==> src/rtl/taillight_pkg.sv <==
// Shared types and lamp patterns for the tail-light sequencer.
package taillight_pkg;

  typedef enum logic [3:0] {
    StIdle,
    StL1,
    StL2,
    StL3,
    StR1,
    StR2,
    StR3,
    StHOn,
    StHOff
  } state_t;

  // Bit order {la, lb, lc, ra, rb, rc}; la/ra are the innermost lamps.
  typedef logic [5:0] lamps_t;

  localparam lamps_t PAT_OFF   = 6'b000_000;
  localparam lamps_t PAT_L1    = 6'b100_000;
  localparam lamps_t PAT_L2    = 6'b110_000;
  localparam lamps_t PAT_L3    = 6'b111_000;
  localparam lamps_t PAT_R1    = 6'b000_100;
  localparam lamps_t PAT_R2    = 6'b000_110;
  localparam lamps_t PAT_R3    = 6'b000_111;
  localparam lamps_t PAT_LEFT  = 6'b111_000;
  localparam lamps_t PAT_RIGHT = 6'b000_111;
  localparam lamps_t PAT_ALL   = 6'b111_111;

endpackage

==> src/rtl/taillight_seq_ctrl_tick_gen.sv <==
// Step-rate prescaler: pulses tick every TICK_DIV cycles, restarted by clr.
module tick_gen #(
  parameter int unsigned TICK_DIV = 4
) (
  input  logic clk,
  input  logic reset,
  input  logic clr,
  output logic tick
);

  localparam int unsigned CW = (TICK_DIV > 1) ? $clog2(TICK_DIV) : 1;

  logic [CW-1:0] cnt_q, cnt_d;

  assign tick = (cnt_q == CW'(TICK_DIV - 1));

  // Wrap on tick so a non-power-of-two divider keeps its period while idling.
  always_comb begin
    cnt_d = cnt_q + CW'(1);
    if (clr || tick) begin
      cnt_d = '0;
    end
  end

  always_ff @(posedge clk) begin
    if (reset) begin
      cnt_q <= '0;
    end else begin
      cnt_q <= cnt_d;
    end
  end

endmodule

==> src/rtl/taillight_seq_ctrl.sv <==
// Tail-light controller: arbitrates turn/hazard requests, steps lamps at a
// prescaled rate and overlays the brake lamps.
module taillight_seq_ctrl
  import taillight_pkg::*;
#(
  parameter int unsigned TICK_DIV = 4
) (
  input  logic clk,
  input  logic reset,
  input  logic left,
  input  logic right,
  input  logic hazard,
  input  logic brake,
  output logic la,
  output logic lb,
  output logic lc,
  output logic ra,
  output logic rb,
  output logic rc,
  output logic busy
);

  state_t state_q, state_d;
  logic   tick;
  logic   state_chg;
  logic   hz_req;
  lamps_t pat;
  lamps_t overlay;
  lamps_t lamps;

  assign hz_req    = hazard | (left & right);
  assign state_chg = (state_d != state_q);

  tick_gen #(
    .TICK_DIV (TICK_DIV)
  ) u_tick_gen (
    .clk   (clk),
    .reset (reset),
    .clr   (state_chg),
    .tick  (tick)
  );

  always_comb begin
    state_d = state_q;
    unique case (state_q)
      StIdle: begin
        if (hz_req) begin
          state_d = StHOn;
        end else if (left) begin
          state_d = StL1;
        end else if (right) begin
          state_d = StR1;
        end
      end
      StL1:   if (tick) state_d = hz_req ? StHOn : StL2;
      StL2:   if (tick) state_d = hz_req ? StHOn : StL3;
      StL3:   if (tick) state_d = hz_req ? StHOn : StIdle;
      StR1:   if (tick) state_d = hz_req ? StHOn : StR2;
      StR2:   if (tick) state_d = hz_req ? StHOn : StR3;
      StR3:   if (tick) state_d = hz_req ? StHOn : StIdle;
      StHOn:  if (tick) state_d = StHOff;
      StHOff: if (tick) state_d = hz_req ? StHOn : StIdle;
      default: state_d = StIdle;
    endcase
  end

  always_ff @(posedge clk) begin
    if (reset) begin
      state_q <= StIdle;
    end else begin
      state_q <= state_d;
    end
  end

  always_comb begin
    pat     = PAT_OFF;
    overlay = PAT_OFF;
    unique case (state_q)
      StIdle: overlay = brake ? PAT_ALL : PAT_OFF;
      StL1: begin
        pat     = PAT_L1;
        overlay = brake ? PAT_RIGHT : PAT_OFF;
      end
      StL2: begin
        pat     = PAT_L2;
        overlay = brake ? PAT_RIGHT : PAT_OFF;
      end
      StL3: begin
        pat     = PAT_L3;
        overlay = brake ? PAT_RIGHT : PAT_OFF;
      end
      StR1: begin
        pat     = PAT_R1;
        overlay = brake ? PAT_LEFT : PAT_OFF;
      end
      StR2: begin
        pat     = PAT_R2;
        overlay = brake ? PAT_LEFT : PAT_OFF;
      end
      StR3: begin
        pat     = PAT_R3;
        overlay = brake ? PAT_LEFT : PAT_OFF;
      end
      StHOn:  pat = PAT_ALL;
      StHOff: pat = PAT_OFF;
      default: pat = PAT_OFF;
    endcase
  end

  // Reset blanks the lamps immediately, before the state register clears.
  assign lamps = reset ? PAT_OFF : (pat | overlay);
  assign {la, lb, lc, ra, rb, rc} = lamps;
  assign busy = (state_q != StIdle);

endmodule

==> config.mk <==
export PLATFORM = sky130hd
export DESIGN_NAME = taillight_seq_ctrl
export DESIGN_NICKNAME = d
export VERILOG_FILES = /design/src/rtl/taillight_pkg.sv /design/src/rtl/taillight_seq_ctrl_tick_gen.sv /design/src/rtl/taillight_seq_ctrl.sv
export SDC_FILE = /design/constraint.sdc
export NUM_CORES = 1
export LEC_CHECK = 0
export ABC_AREA = 0
export CAP_MARGIN = 10
export CORE_AREA = 2 2 39 41
export CTS_CLUSTER_SIZE = 24
export DETAILED_ROUTE_END_ITERATION = 7
export DIE_AREA = 0 0 41 43
export PLACE_DENSITY = 0.74
export SLEW_MARGIN = 25
export SYNTH_ARGS = -nofsm -noshare
export SYNTH_HDL_FRONTEND = slang
export SYNTH_HIERARCHICAL = 1
export SYNTH_SLANG_ARGS = --single-unit
==> constraint.sdc <==
create_clock -name clk -period 4.1 [get_ports clk]
set_input_delay 0.82 -clock clk [delete_from_list [all_inputs] [get_ports clk]]
set_output_delay 0.82 -clock clk [all_outputs]
set_load 0.02 [all_outputs]
==> results.json <==
{
  "status": "finished, final reports clean",
  "track_usage_pct": 17.5,
  "combPwrFrac_pct": 49.1,
  "clk_pin_slew_ns": 0.04,
  "start_kind": "input port",
  "clk_latency_ns": 0.23,
  "overflow": 0,
  "multiInputGateArea_sq_um": 447,
  "grt_pass1_vias": 496,
  "yosys.area.top_type_share_pct": 19.3,
  "dieArea_sq_um": 1760,
  "timing.hold.ws_ns": 0.429,
  "final.setup.worst_slack_ns": 0.728,
  "ys_warn_count": 6,
  "synthArstFlopShare_pct": 0,
  "fmax_ghz": 0.297,
  "relSlewSlack_pct": 58.1,
  "fin_nets": 101,
  "dp.cells": 105,
  "yosysUniqueCellTypes": 40,
  "seq_area_sq_um": 120,
  "ys_top_cells_by_area": "dfxtp_1 (19%), nor2_1 (8.4%), a21oi_1 (4.8%), o21ai_0 (4.8%), nor3_1 (3.2%)",
  "switchingPower_w": 0.000112,
  "cts_hold_repair.buffers": 0,
  "avgSynthCellArea_sq_um": 7.42,
  "clock_sinks": 6,
  "cts_setup_buffers": 0,
  "cts-htree-levels": 1,
  "detail-route-antenna-nets": 0,
  "synth-edff-count": 0,
  "cts_root_buffer": "clkbuf_4",
  "num-fill-cells": 127,
  "gp_congestion": 0.774,
  "synth_fp_nets": 91,
  "r2r_end": "u_tick_gen/cnt_q[0]",
  "slew_viol_final": 0,
  "layout-drive-gt1-share_pct": 9.78,
  "initial_utilization_pct": 45.0,
  "postCtsResizedCells": 0,
  "syn_to_final_growth_pct": 19.5,
  "clk_path_buf_depth": 2,
  "num_vias": 635,
  "r2r_cells": 6,
  "critPathCaptureType": "primary output",
  "antenna_cells": 0,
  "powerDensity_nw_per_um2": 377,
  "regToRegSetupSlack_ns": 1.62,
  "via_per_inst": 5.88,
  "fin_skew_ns": 0.00120,
  "fin_setup_tns_ns": 0,
  "die_w_um": 41,
  "grt_pass1_wl_um": 2130,
  "first_pass_iters": 4,
  "post-synth-top-area-cell": "dfxtp_1",
  "cts_buffers": 3,
  "port_buffers": 12,
  "antenna_found_initial": 0,
  "path_class": "in2out",
  "cap_violations": 0,
  "fp-row-count": 14,
  "period_needed_ns": 3.37,
  "fp.coreArea_sq_um": 1380,
  "internal_power_w": 0.000169,
  "peakVddDrop_uv": 252,
  "worstPathArrival_ns": 2.55,
  "drc": 0,
  "cp_max_fo": 6,
  "cts_tree": "yes",
  "p_sw_share_pct": 39.8,
  "wl_per_cell_um": 11.9,
  "io_pins": 13,
  "dp_hpwl_um": 945,
  "synth_ff_type": "dfxtp_1",
  "grt_max_degree": 22,
  "min_to": "u_tick_gen/cnt_q[0]",
  "die_height_um": 43,
  "crit_start": "brake",
  "hold_path_depth": 1,
  "finalNonFillerCells": 108,
  "setup_viol": 0,
  "synthesis.instances": 84,
  "r2r_start": "u_tick_gen/cnt_q[0]",
  "p_seq_share_pct": 32.9,
  "netlist_area_sq_um": 623,
  "hp-start": "u_tick_gen/cnt_q[0]",
  "hold_viol_final": 0,
  "drtIter0Drc": 14,
  "drt_wl_total_um": 1290,
  "cp.required_ns": 3.28,
  "dp_slack_ns": 0.698,
  "fin_crit_sh_pct": 82.2,
  "clkPwrFrac_pct": 18.0,
  "synth_seq_cells": 6,
  "rsz0062_at_grt": "false",
  "post-route-util_pct": 53.8,
  "p_leak_nw": 0.250,
  "tightest_slew_ns": 0.627,
  "hold_path.class": "reg2reg",
  "ys_seq_area_share_pct": 19.3
}
[cells in the mapped netlist (2+ instances only)]
library cell and number:
nor2_1 14, a21oi_1 6, dfxtp_1 6, o21ai_0 6, nor3_1 4, buf_2 3, inv_1 3, nand2_1 3
a2111oi_0 2, a21boi_0 2, and3b_1 2, nand3_1 2, o21a_1 2, o32ai_1 2, or3_1 2
[cells by family after synthesis]
family | synth area share [%]
muxes | 1.61
adders and majority gates | 3.61
xor gates and xnor gates | 1.41
buffers and inverters | 9.03
DFF | 19.3
AOI/OAI and AO/OA | 35.5
and+or+nand+nor | 29.5
[worst max-delay path, cell delays in order]
cell and delay (ns):
clkdlybuf4s50_1 0.56, a21oi_1 0.09, a2111oi_0 0.41, clkdlybuf4s50_1 0.68
[metal layers]
| layer | share of wire, % | vias to the layer above | global-route usage, % |
|---|---|---|---|
| li1 | - | 333 | - |
| met1 | 51 | 296 | 27.5 |
| met4 | 0 | 0 | 10.0 |
| met3 | 1.0 | 0 | 3.14 |
| met2 | 48 | 6 | 21.3 |
| met5 | 0 | - | 0 |
[registers in the layout, summed over array words and instances, names as in the netlist]
name,cells
state_q,4
u_tick_gen/cnt_q,2
[final cells by class]
class	count	share of cell area [%]
flip-flops and latches	6	16.1
multi-input cells	67	60.0
well taps	16	2.69
inverters	4	2.02
clock buffers	3	3.03
repair buffers	12	16.1
[power by group through the flow]
stage	Clock [W]	Combinational, W	Sequential, W
final	0.0000505	0.000138	0.0000922
after global routing	0.0000554	0.000152	0.0000957
after CTS	0.0000540	0.000138	0.0000916
after detailed placement	0	0.000137	0.0000930
after global placement	0	0.000136	0.0000922
after floorplan	0	0.000123	0.0000713
[cell usage in the layout (no fill, tap or decap), drive strengths merged]
cell type / count
nor2: 14
nor4b: 1
o21a: 2
xnor2: 1
o31ai: 1
o21ai: 7
clkbuf: 3
or2b: 1
a221o: 1
nand3: 2
o32ai: 2
nor4bb: 1
a32oi: 1
ha: 1
a221oi: 2
nor4: 1
clkdlybuf4s50: 12
and3b: 2
o22a: 1
inv: 4
a21boi: 2
maj3: 1
or2: 1
nor3: 4
a2111oi: 2
dfxtp: 6
or3b: 1
nand2: 3
or3: 2
mux2i: 1
o311a: 1
a31oi: 1
a21oi: 7
[worst max-delay path by stage]
stage,end,slack (ns),cells after the start
after floorplan,lb,1.29,2
after global placement,rb,0.74,5
after detailed placement,lb,0.70,4
after CTS,lb,0.69,4
after global routing,rb,0.58,5
final,lb,0.73,4
[stage by stage]
stage / power, W / cell area, sq um
floorplan: 0.000195 / 623
global placement: 0.000228 / 722
detailed placement: 0.000230 / 722
CTS: 0.000283 / 744
global route: 0.000304 / 744
finish: 0.000280 / 744
No activity file was read; power rests on OpenSTA's default activity.
